[config.mk]
export PLATFORM = sky130hd
export DESIGN_NAME = pwm_ramp_ctrl
export DESIGN_NICKNAME = d
export VERILOG_FILES = /design/src/rtl/pwm_ramp_ctrl.sv
export SDC_FILE = /design/constraint.sdc
export NUM_CORES = 1
export LEC_CHECK = 0
export CAP_MARGIN = 20
export CORE_AREA = 2 2 80 44
export CTS_CLUSTER_DIAMETER = 200
export DETAILED_ROUTE_END_ITERATION = 16
export DIE_AREA = 0 0 82 46
export PLACE_DENSITY = 0.78
export RECOVER_POWER = 25
export SYNTH_ARGS = -nofsm -noshare
export SYNTH_HDL_FRONTEND = slang
export SYNTH_SLANG_ARGS = --single-unit
export TNS_END_PERCENT = 1
[constraint.sdc]
create_clock -name CLK -period 5.6 [get_ports CLK]
set_input_delay 0.56 -clock CLK [delete_from_list [all_inputs] [get_ports CLK]]
set_output_delay 0.56 -clock CLK [all_outputs]
set_load 0.1 [all_outputs]
[src/rtl/pwm_ramp_ctrl.sv]
// pwm_ramp_ctrl: PWM period counter + duty register, ramped toward
// handshaked duty targets. Duty changes only on period boundaries.
//
// Ports:
//   CLK, nRST       clock, async active-low reset
//   enable          run control (0: cnt=0, pwm low, FSM frozen)
//   period          terminal count, period is period+1 cycles
//   req_valid/ready duty target handshake, req_duty the target
//   pwm_out         registered PWM output
//   cnt, duty_cur   live counter and applied duty
//   busy, done      ramp in progress / one-cycle completion pulse
//
// Build option: PWM_RAMP_CTRL_RAMP_EN
//   defined   -> duty walks by STEP per boundary
//   undefined -> duty jumps to target at first boundary
module pwm_ramp_ctrl #(
  parameter int CNT_W = 8,
  parameter int STEP  = 1
) (
  input  logic             CLK,
  input  logic             nRST,
  input  logic             enable,
  input  logic [CNT_W-1:0] period,
  input  logic             req_valid,
  input  logic [CNT_W-1:0] req_duty,
  output logic             req_ready,
  output logic             pwm_out,
  output logic [CNT_W-1:0] cnt,
  output logic [CNT_W-1:0] duty_cur,
  output logic             busy,
  output logic             done
);

  typedef enum logic {
    IDLE = 1'b0,
    RAMP = 1'b1
  } state_e;

`ifdef PWM_RAMP_CTRL_RAMP_EN
  localparam logic [CNT_W-1:0] STEP_V = CNT_W'(STEP);
`else
  // Full-scale step: any distance closes in a single boundary.
  localparam logic [CNT_W-1:0] STEP_V =
    CNT_W'(STEP) | {CNT_W{1'b1}};
`endif

  state_e           state_q, state_d;
  logic [CNT_W-1:0] cnt_q, cnt_d;
  logic [CNT_W-1:0] duty_q, duty_d;
  logic [CNT_W-1:0] tgt_q, tgt_d;
  logic             pwm_q, pwm_d;
  logic             done_q, done_d;

  logic             bnd;
  logic             tick;
  logic             acc;
  logic             up;
  logic [CNT_W-1:0] diff;
  logic             close;

  // >= so a period lowered below cnt wraps on the next edge.
  assign bnd  = cnt_q >= period;
  assign tick = enable && bnd;
  assign acc  = req_valid && req_ready;

  // Distance taken in the safe direction, so no wrap and
  // the clamp decision precedes any subtraction.
  assign up    = tgt_q >= duty_q;
  assign diff  = up ? (tgt_q - duty_q) : (duty_q - tgt_q);
  assign close = diff <= STEP_V;

  always_ff @(posedge CLK or negedge nRST) begin
    if (!nRST) begin
      state_q <= IDLE;
    end else begin
      state_q <= state_d;
    end
  end

  always_comb begin
    state_d = state_q;
    unique case (1'b1)
      (state_q == IDLE): begin
        if (acc && (req_duty != duty_q)) state_d = RAMP;
      end
      (state_q == RAMP): begin
        if (tick && close) state_d = IDLE;
      end
    endcase
  end

  always_comb begin
    // The FSM is frozen while disabled, so no acceptance then.
    req_ready = (state_q == IDLE) && enable;
    busy      = (state_q == RAMP);
  end

  always_comb begin
    cnt_d = cnt_q + 1'b1;
    if (!enable || bnd) cnt_d = '0;
    pwm_d  = enable && (cnt_q < duty_q);
    duty_d = duty_q;
    tgt_d  = tgt_q;
    done_d = 1'b0;
    unique case (1'b1)
      (state_q == IDLE): begin
        if (acc) begin
          tgt_d  = req_duty;
          done_d = (req_duty == duty_q);
        end
      end
      (state_q == RAMP): begin
        if (tick) begin
          if (close) begin
            duty_d = tgt_q;
            done_d = 1'b1;
          end else if (up) begin
            duty_d = duty_q + STEP_V;
          end else begin
            duty_d = duty_q - STEP_V;
          end
        end
      end
    endcase
  end

  always_ff @(posedge CLK or negedge nRST) begin
    if (!nRST) begin
      cnt_q  <= '0;
      duty_q <= '0;
      tgt_q  <= '0;
      pwm_q  <= 1'b0;
      done_q <= 1'b0;
    end else begin
      cnt_q  <= cnt_d;
      duty_q <= duty_d;
      tgt_q  <= tgt_d;
      pwm_q  <= pwm_d;
      done_q <= done_d;
    end
  end

  assign cnt      = cnt_q;
  assign duty_cur = duty_q;
  assign pwm_out  = pwm_q;
  assign done     = done_q;

endmodule

==> results of run 1 <==
cell families after synthesis:
group / synth area share (%)
compound gates: 7.66
xor+xnor: 8.16
fa+ha+maj: 13.3
buf+inv: 5.00
flops: 45.0
mux: 12.0
simple gates: 8.91
power by group:
group | switching, mW | total [mW] | internal, mW
sequential | 0.0232 | 0.247 | 0.224
combinational | 0.149 | 0.224 | 0.0749
clock | 0.0607 | 0.111 | 0.0505
synthesized netlist by cell type:
cell,number
dfrtp_1,27
inv_1,17
ha_1,16
mux2_2,16
xor2_1,12
nor2_1,10
nand3_1,5
a21oi_1,4
a31oi_1,3
nand2_1,3
a21o_1,2
and3_1,2
nand2b_1,2
nor4_1,2
o21a_1,2
o21ai_0,2
xnor2_1,2
a2111oi_2,1
a211o_1,1
buf_6,1
nand3_2,1
nand4_1,1
o31ai_2,1
or2_1,1
flip-flops by register name, summed over array words and instances, names as in the netlist:
register	count
busy	1
cnt	8
done	1
duty_cur	8
pwm_out	1
tgt_q	8
critical path: stages:
cell and delay, ns:
clkdlybuf4s50_1 0.53, inv_1 0.08, nor2_1 0.16, clkdlybuf4s50_1 1.15
stage by stage:
stage	std cells	hold WS, ns	total power, mW	cell area [um^2]	utilization, %
6_report	219	0.507	0.582	1990	63.0
3_5_place_dp	215	0.491	0.476	1940	61.6
5_1_grt	219	0.535	0.611	1990	63.0
3_3_place_gp	215	0.481	0.465	1940	61.6
2_1_floorplan	134	0.264	0.406	1500	-
4_1_cts	219	0.514	0.588	1990	63.1
routing by layer:
layer	share of wire [%]	vias up	GRT usage, %	routed length (um)
met5	0	-	0	0
met4	1.3	0	5.33	44
met3	4.8	6	4.96	159
met2	45	27	31.4	1490
met1	49	531	26.9	1600
li1	-	545	-	-
layout make-up:
| class | count | area [um^2] |
|---|---|---|
| timing repair buffer | 40 | 394 |
| tap | 42 | 52.6 |
| sequential | 27 | 676 |
| inverter | 17 | 63.8 |
| clock buffer | 3 | 41.3 |
| fill | 256 | 1170 |
| multi-input combinational | 89 | 752 |
| clock inverter | 1 | 7.51 |
final timing paths:
path / start / endpoint / slack [ns] / depth (start not counted)
min in group asynchronous: nRST / tgt_q[7] / 1.15 / 2
max reg2reg: cnt[0] / duty_cur[6] / 3.32 / 7
min: tgt_q[1] / duty_cur[1] / 0.51 / 1
max: enable / req_ready / 2.55 / 4
max in group asynchronous: nRST / busy / 3.61 / 2
min reg2reg: tgt_q[1] / duty_cur[1] / 0.51 / 1
==> out/results.txt, run 1 <==
Clk root buf - clkbuf_8
I/O Buffers - 39
GRT Util Overall - 19.7%
Most common cell after layout, fill and taps aside - clkdlybuf4s50_1
Post-route ant nets - 0
CTS tree - done
Post-synthesis cell count - 134
WP data required - 5.04 ns
Final setup vio count - 0
Worst Setup Slack, final - 2.55 ns
CTS Sinks - 27
Slew headroom - 3.72%
DRC errors left - 0
Largest cells by area after synthesis - dfrtp_1 (45%), ha_1 (13%), mux2_2 (12%), xor2_1 (7.0%), inv_1 (4.2%)
Leakage - 0.949 nW
Mapped Area - 1500 um^2
DRT iter0 DRCs - 40
Status - completed
First-pass GRT wire length - 5350 um
Htree depth - 1
RSZ-0062 raised after global routing - no
DR vias - 1,109
Diodes inserted - 0
# rows - 15
Peak supply drop - 0.198 mV
Post-Route WL - 3300 um
Die width - 82 um
TritonCTS buffer count - 3
I/O pins - 40
DRT Pass-1 Iters - 4
CORE AREA - 3150 um^2
Die area - 3770 um^2
Fmax - 328 MHz
Worst-margin pin slew - 1.44 ns
Final HPWL DP - 2680 um
Setup crit end kind - output pin
Syn_nets - 170
Count of pins over their slew limit - 0
Maxcap violations - 0
Synth cell types - 24
Clk_lat worst skew - 0.27 ns
Area leader, netlist - dfrtp_1
Routed WL per cell - 15.1 um
Vias/cell - 5.06
Final min period - 3.05 ns
Resized Gates After CTS - 0
Layout cell share with drive strength beyond 1 - 13.0%
Area growth, synth to finish - 32.2%
Setup TNS - 0 ns
Synthesized flop and latch total - 27
Placement Setup Slack - 2.54 ns
Commonest cells after routing, fill and taps aside - clkdlybuf4s50_1 (38), dfrtp_1 (27), inv_1 (17), mux2_2 (16), ha_1 (16)
Initial antenna violation count - 0
Vias in the first global route - 1,129
Startpoint Class - input port
Post-synthesis sequential area ratio - 45.0%
Largest net degree at the start of global routing - 28
Maximum clock insertion buffer count - 2
Ys Warns - 0
Hold Buf Count CTS - 0
Hold Vio Cnt, Final - 0
Share of Yosys cell area claimed by the top area cell type - 45.0%
Grt total ovfl - 0
Initial Utilization - 47.7%
PwrDens - 293 nW/um^2
NumNets Final - 214
Post-CTS setup buffers - 0
WP data arrival - 2.49 ns
Syn avg cell area - 11.2 um^2
Reg clk slew, reported paths - 0.09 ns
HP Class - flip-flop to flip-flop
Die Y-Extent - 46 um
Final GP Congestion - 0.723
CP max FO - 4
Final Cycle Share - 54.4%
WS Path Type - input port to output pin
Final Skew - 0.00527 ns
(Power assumes the default switching activity.)
==> inputs of run 2 (changes only) <==
CORE_AREA = 2 2 87 47   (was 2 2 80 44)
DIE_AREA = 0 0 89 49   (was 0 0 82 46)
PLACE_DENSITY = 0.71   (was 0.78)
clock period = 2.8 ns   (was 5.6 ns; I/O delays follow)
==> run 2 against run 1 <==
Effect of this change: non-clock buffer count is the same; register-to-register slack lost 2.7 ns; setup slack lost 1.9 ns; flip-flop and latch count is the same; die area grew 16%; count of clock-buffer cells in the layout grew 1; wire length shrank 0.88%; hold slack gained 0.0048 ns; critical endpoint is now duty_cur[0]; largest cell class unchanged; via count is essentially flat; clock skew shrank 0.0012 ns; first-iteration DRC count shrank 57%.
==> out/results.txt, run 2 (synthesis gave the netlist of run 1 again) <==
Resized Gates After CTS - 0 (unchanged)
DRT Pass-1 Iters - 4 (unchanged)
Hold_sp - tgt_q[2]
Vias/cell - 4.80 (-5.3%)
First-pass GRT wire length - 5720 um (+6.8%)
Comb pwr share - 37.8% (-0.6 points)
Vias in the first global route - 1,205 (+6.7%)
Area growth, synth to finish - 29.8%
Switching power - 0.459 mW (+97%)
Layout cell share with drive strength beyond 1 - 24.3% (+11 points)
Hold Buf Count CTS - 0 (unchanged)
Setup TNS - 0 ns (unchanged)
Met2 wire len - 1460 um (-2.0%)
Final Cycle Share - 78.1%
Worst Setup Slack, final - 0.612 ns (-1.94 ns)
DR vias - 1,108 (-0.090%)
Final min period - 2.19 ns
Die Y-Extent - 49 um (+6.5%)
GRT Util Overall - 17.0% (-2.6 points)
CP max FO - 9 (+5)
Fmax - 457 MHz
# rows - 16 (+1)
Routed WL per cell - 14.2 um (-6.0%)
R2r setup slk - 0.61 ns (-2.71 ns)
Pwr Total - 1.15 mW (+97%)
Worst R2R Start - cnt[0]
Status - completed
Worst-margin pin slew - 1.45 ns (+0.00822 ns)
Reg clk slew, reported paths - 0.09 ns (about the same)
CORE AREA - 3680 um^2 (+17%)
DRT iter0 DRCs - 17 (-57%)
Cell count after placement - 227 (+5.6%)
WS Path Type - flip-flop to flip-flop
Clk root buf - clkbuf_8
Post-CTS setup buffers - 0 (unchanged)
Maxcap violations - 0 (unchanged)
PwrDens - 589 nW/um^2 (+100%)
Die area - 4360 um^2 (+16%)
Grt total ovfl - 0 (unchanged)
CTS tree - done
RSZ-0062 raised after global routing - no
Diodes inserted - 0 (unchanged)
HP Class - flip-flop to flip-flop
Sequential share of power - 43.2% (+0.7 points)
Initial antenna violation count - 0 (unchanged)
Startpoint Class - flip-flop
Top sig layer - met3
Setup crit end kind - flip-flop
Maximum clock insertion buffer count - 2 (unchanged)
Final HPWL DP - 2700 um (+0.79%)
Post-layout util - 53.0% (-10 points)
DRC errors left - 0 (unchanged)
Area after DPL - 1910 um^2 (-1.7%)
I/O Buffers - 39 (unchanged)
I/O pins - 40 (unchanged)
Post-Route WL - 3270 um (-0.88%)
Count of pins over their slew limit - 0 (unchanged)
R2R cell count - 7 (unchanged)
Final Skew - 0.00405 ns (-0.00122 ns)
NumNets Final - 214 (unchanged)
Peak supply drop - 0.288 mV (+46%)
Initial Utilization - 40.8% (-6.9 points)
Non-filler instance count after layout - 231 (+5.5%)
WHS Path Cells - 1 (unchanged)
Most common cell after layout, fill and taps aside - dfrtp_1
Hold WS - 0.512 ns (+0.00478 ns)
Met3 wire length - 160 um (+0.63%)
Post-Layout Inst Area - 1950 um^2 (-1.8%)
Slew headroom - 3.17% (-0.55 points)
Clk_lat worst skew - 0.27 ns (about the same)
Hold Vio Cnt, Final - 0 (unchanged)
WP data arrival - 2.34 ns (-0.15 ns)
Commonest cells after routing, fill and taps aside - dfrtp_1 (27), buf_4 (20), clkdlybuf4s50_1 (18), inv_1 (17)
TritonCTS buffer count - 3 (unchanged)
Final GP Congestion - 0.783 (+8.3%)
RR Endpoint - duty_cur[0]
Final setup vio count - 0 (unchanged)
Placement Setup Slack - 0.419 ns (-2.12 ns)
Leakage - 0.986 nW (+3.8%)
Die width - 89 um (+8.5%)
Largest net degree at the start of global routing - 28 (unchanged)
Post-route ant nets - 0 (unchanged)
Htree depth - 1 (unchanged)
CTS Sinks - 27 (unchanged)
WP data required - 2.96 ns (-2.08 ns)
Hold endpoint - tgt_q[2]
Routed met1 length - 1650 um (+2.8%)
Sw Ratio - 40.0% (about the same)
Cell-internal power - 0.689 mW (+97%)
Clock network power share - 19.0% (about the same)
## run 2: cell count changes in the layout (fill, tap and decap cells not counted), sizes merged
cell,change
buf,+20
clkinvlp,-1
clkbuf,+1
clkdlybuf4s50,-20
## run 2: power by group through the flow
stage | sequential, mW | combinational (mW) | clock (mW)
global route | 0.506 | 0.463 | 0.243
CTS | 0.498 | 0.438 | 0.224
finish | 0.496 | 0.434 | 0.218
floorplan | 0.688 | 0.125 | 0
detailed placement | 0.505 | 0.436 | 0
global placement | 0.501 | 0.425 | 0
## run 2: area by class of cell
cell class,instances,area [um^2]
fillers,341,1730
multi-input cells,89,754
flip-flops and latches,27,676
repair buffers,40,344
well taps,54,67.6
inverters,17,63.8
clock buffers,4,45.0
## run 2: worst max-delay path, cell delays in order, from the launching register on
cell       delay, ns
dfrtp_1         0.47
inv_1           0.08
ha_1            0.26
nand2b_1        0.15
a2111oi_2       0.39
o31ai_2         0.14
nand3_2         0.22
mux2_2          0.37
## run 2: routing by layer
metal  up-vias  global-route usage (%)
met2        24                    26.5
met1       543                    25.1
met3         0                    4.74
met5         -                       0
li1        541                       -
met4         0                   0.746
## run 2: worst max-delay path by stage
stage          cells after the start          end  startpoint  slack (ns)
3_5_place_dp                       7  duty_cur[2]   period[0]        0.42
3_3_place_gp                       7  duty_cur[1]   period[0]        0.48
6_report                           7  duty_cur[0]      cnt[0]        0.61
4_1_cts                            7  duty_cur[0]      cnt[0]        0.57
5_1_grt                            7  duty_cur[0]      cnt[0]        0.44
2_1_floorplan                      7  duty_cur[0]      cnt[0]        0.17
==> inputs of run 3 (changes only) <==
CORE_AREA = 2 2 83 45   (was 2 2 87 47)
DIE_AREA = 0 0 85 47   (was 0 0 89 49)
PLACE_DENSITY = 0.74   (was 0.71)
clock period = 2.28 ns   (was 2.8 ns; I/O delays follow)
==> run 3 against run 2 <==
Effect of this change: utilization increased by 7.0 points; sequential share of layout area decreased by 0.29 points; sequential power increased by 22%; clock power increased by 26%; via count increased by 2.6%; count of clock-buffer cells in the layout decreased by 1; fmax increased by 6.2%; hold slack improved by 0.0048 ns.
==> out/results.txt, run 3 (synthesis gave the netlist of run 1 again) <==
Status - completed
Post-Layout Inst Area - 1970 um^2 (+1.0%)
Fmax - 485 MHz (+6.2%)
Slew headroom - 4.68% (+1.5 points)
WP data arrival - 2.22 ns (-0.12 ns)
Clk root buf - clkbuf_8
WS Path Type - flip-flop to flip-flop
Clock network power share - 19.4% (+0.4 points)
CTS tree - done
Final min period - 2.06 ns (-0.127 ns)
DR vias - 1,137 (+2.6%)
Final Skew - 0.00898 ns (+0.00493 ns)
Count of pins over their slew limit - 0 (unchanged)
Maximum clock insertion buffer count - 2 (unchanged)
Vias in the first global route - 1,086 (-9.9%)
GRT Util Overall - 17.9% (+0.88 points)
Routed WL per cell - 14.7 um (+4.1%)
R2r setup slk - 0.22 ns (-0.39 ns)
WP data required - 2.44 ns (-0.52 ns)
Final setup vio count - 0 (unchanged)
RSZ-0062 raised after global routing - no
Die width - 85 um (-4.5%)
Post-route ant nets - 0 (unchanged)
Final HPWL DP - 2660 um (-1.5%)
Area growth, synth to finish - 31.1%
Hold WS - 0.516 ns (+0.00476 ns)
Sw Ratio - 40.3% (+0.30 points)
CTS Sinks - 27 (unchanged)
Hold Buf Count CTS - 0 (unchanged)
Comb pwr share - 37.9% (about the same)
Grt total ovfl - 0 (unchanged)
Commonest cells after routing, fill and taps aside - dfrtp_1 (26), buf_4 (21), clkdlybuf4s50_1 (18), inv_1 (17)
PwrDens - 721 nW/um^2 (+23%)
Resized Gates After CTS - 0 (unchanged)
Die Y-Extent - 47 um (-4.1%)
Layout cell share with drive strength beyond 1 - 26.3% (+2.0 points)
Initial Utilization - 45.8% (+5.0 points)
Most common cell after layout, fill and taps aside - dfrtp_1
Final GP Congestion - 0.740 (-5.5%)
Diodes inserted - 0 (unchanged)
Sequential share of power - 42.7% (-0.5 points)
Initial antenna violation count - 0 (unchanged)
I/O Buffers - 39 (unchanged)
Post-CTS setup buffers - 0 (unchanged)
CP max FO - 9 (unchanged)
HP Class - flip-flop to flip-flop
Fill cells - 282 (-17%)
I/O pins - 40 (unchanged)
Vias/cell - 5.14 (+7.3%)
Hold Vio Cnt, Final - 0 (unchanged)
Cell-internal power - 0.849 mW (+23%)
Clk_lat worst skew - 0.28 ns (about the same)
# rows - 15 (-1)
DRT iter0 DRCs - 62 (+45)
TritonCTS buffer count - 3 (unchanged)
NumNets Final - 216 (+0.93%)
Worst-margin pin slew - 1.43 ns (-0.0226 ns)
Met2 wire len - 1420 um (-3.1%)
Top sig layer - met4
Final Cycle Share - 90.4% (+12 points)
CORE AREA - 3280 um^2 (-11%)
Pwr Total - 1.42 mW (+24%)
Peak supply drop - 0.348 mV (+21%)
Routed met1 length - 1590 um (-3.7%)
Reg clk slew, reported paths - 0.10 ns (about the same)
Leakage - 1.00 nW (+1.5%)
Post-Route WL - 3260 um (-0.40%)
DRC errors left - 0 (unchanged)
DRT Pass-1 Iters - 4 (unchanged)
Die area - 4000 um^2 (-8.4%)
Setup crit end kind - flip-flop
Largest net degree at the start of global routing - 28 (unchanged)
Area after DPL - 1930 um^2 (+0.98%)
Maxcap violations - 0 (unchanged)
Met3 wire length - 214 um (+34%)
Startpoint Class - flip-flop
Switching power - 0.572 mW (+25%)
Htree depth - 1 (unchanged)
First-pass GRT wire length - 5270 um (-7.8%)
-- run 3: metal layers --
metal / vias to the layer above / GRT usage, %
met5: - / 0
li1: 549 / -
met1: 555 / 24.3
met4: 0 / 5.71
met3: 5 / 6.15
met2: 28 / 27.7
-- run 3: worst max-delay path, cell delays in order, from the launching register on --
cell and delay [ns]:
dfrtp_2 0.41, inv_1 0.06, ha_1 0.21, nand2b_1 0.15, a2111oi_2 0.40, o31ai_2 0.14, nand3_2 0.21, mux2_2 0.36
-- run 3: cell type report --
class / count / area, um^2 / share of cell area (%)
tap: 42 / 52.6 / 2.67
timing repair buffer: 42 / 372 / 18.9
sequential: 27 / 677 / 34.3
clock inverter: 1 / 5.00 / 0.254
multi-input combinational: 89 / 759 / 38.5
inverter: 17 / 63.8 / 3.24
clock buffer: 3 / 41.3 / 2.10
-- run 3: through the flow --
step	worst slack [ns]	util [%]	instances	TNS, ns
global placement	0.0000189	58.7	217	0
floorplan	-0.177	-	134	-1.56
CTS	0.204	60.1	221	0
finish	0.220	60.0	221	0
detailed placement	-0.0752	58.7	217	-0.522
global route	0.0815	60.0	221	0
-- run 3: final timing paths --
path                                from     endpoint  depth (start not counted)
worst max-delay path              cnt[0]  duty_cur[7]                          7
worst min-delay path            tgt_q[6]  duty_cur[6]                          1
max in group asynchronous           nRST       cnt[0]                          2
worst min register to register  tgt_q[6]  duty_cur[6]                          1
worst max register to register    cnt[0]  duty_cur[7]                          7
min in group asynchronous           nRST         done                          2
-- run 3: power groups by stage --
stage | clock network [mW] | registers, mW | logic (mW)
global placement | 0 | 0.610 | 0.531
floorplan | 0 | 0.845 | 0.153
global route | 0.300 | 0.617 | 0.572
finish | 0.275 | 0.607 | 0.539
CTS | 0.282 | 0.607 | 0.544
detailed placement | 0 | 0.616 | 0.542
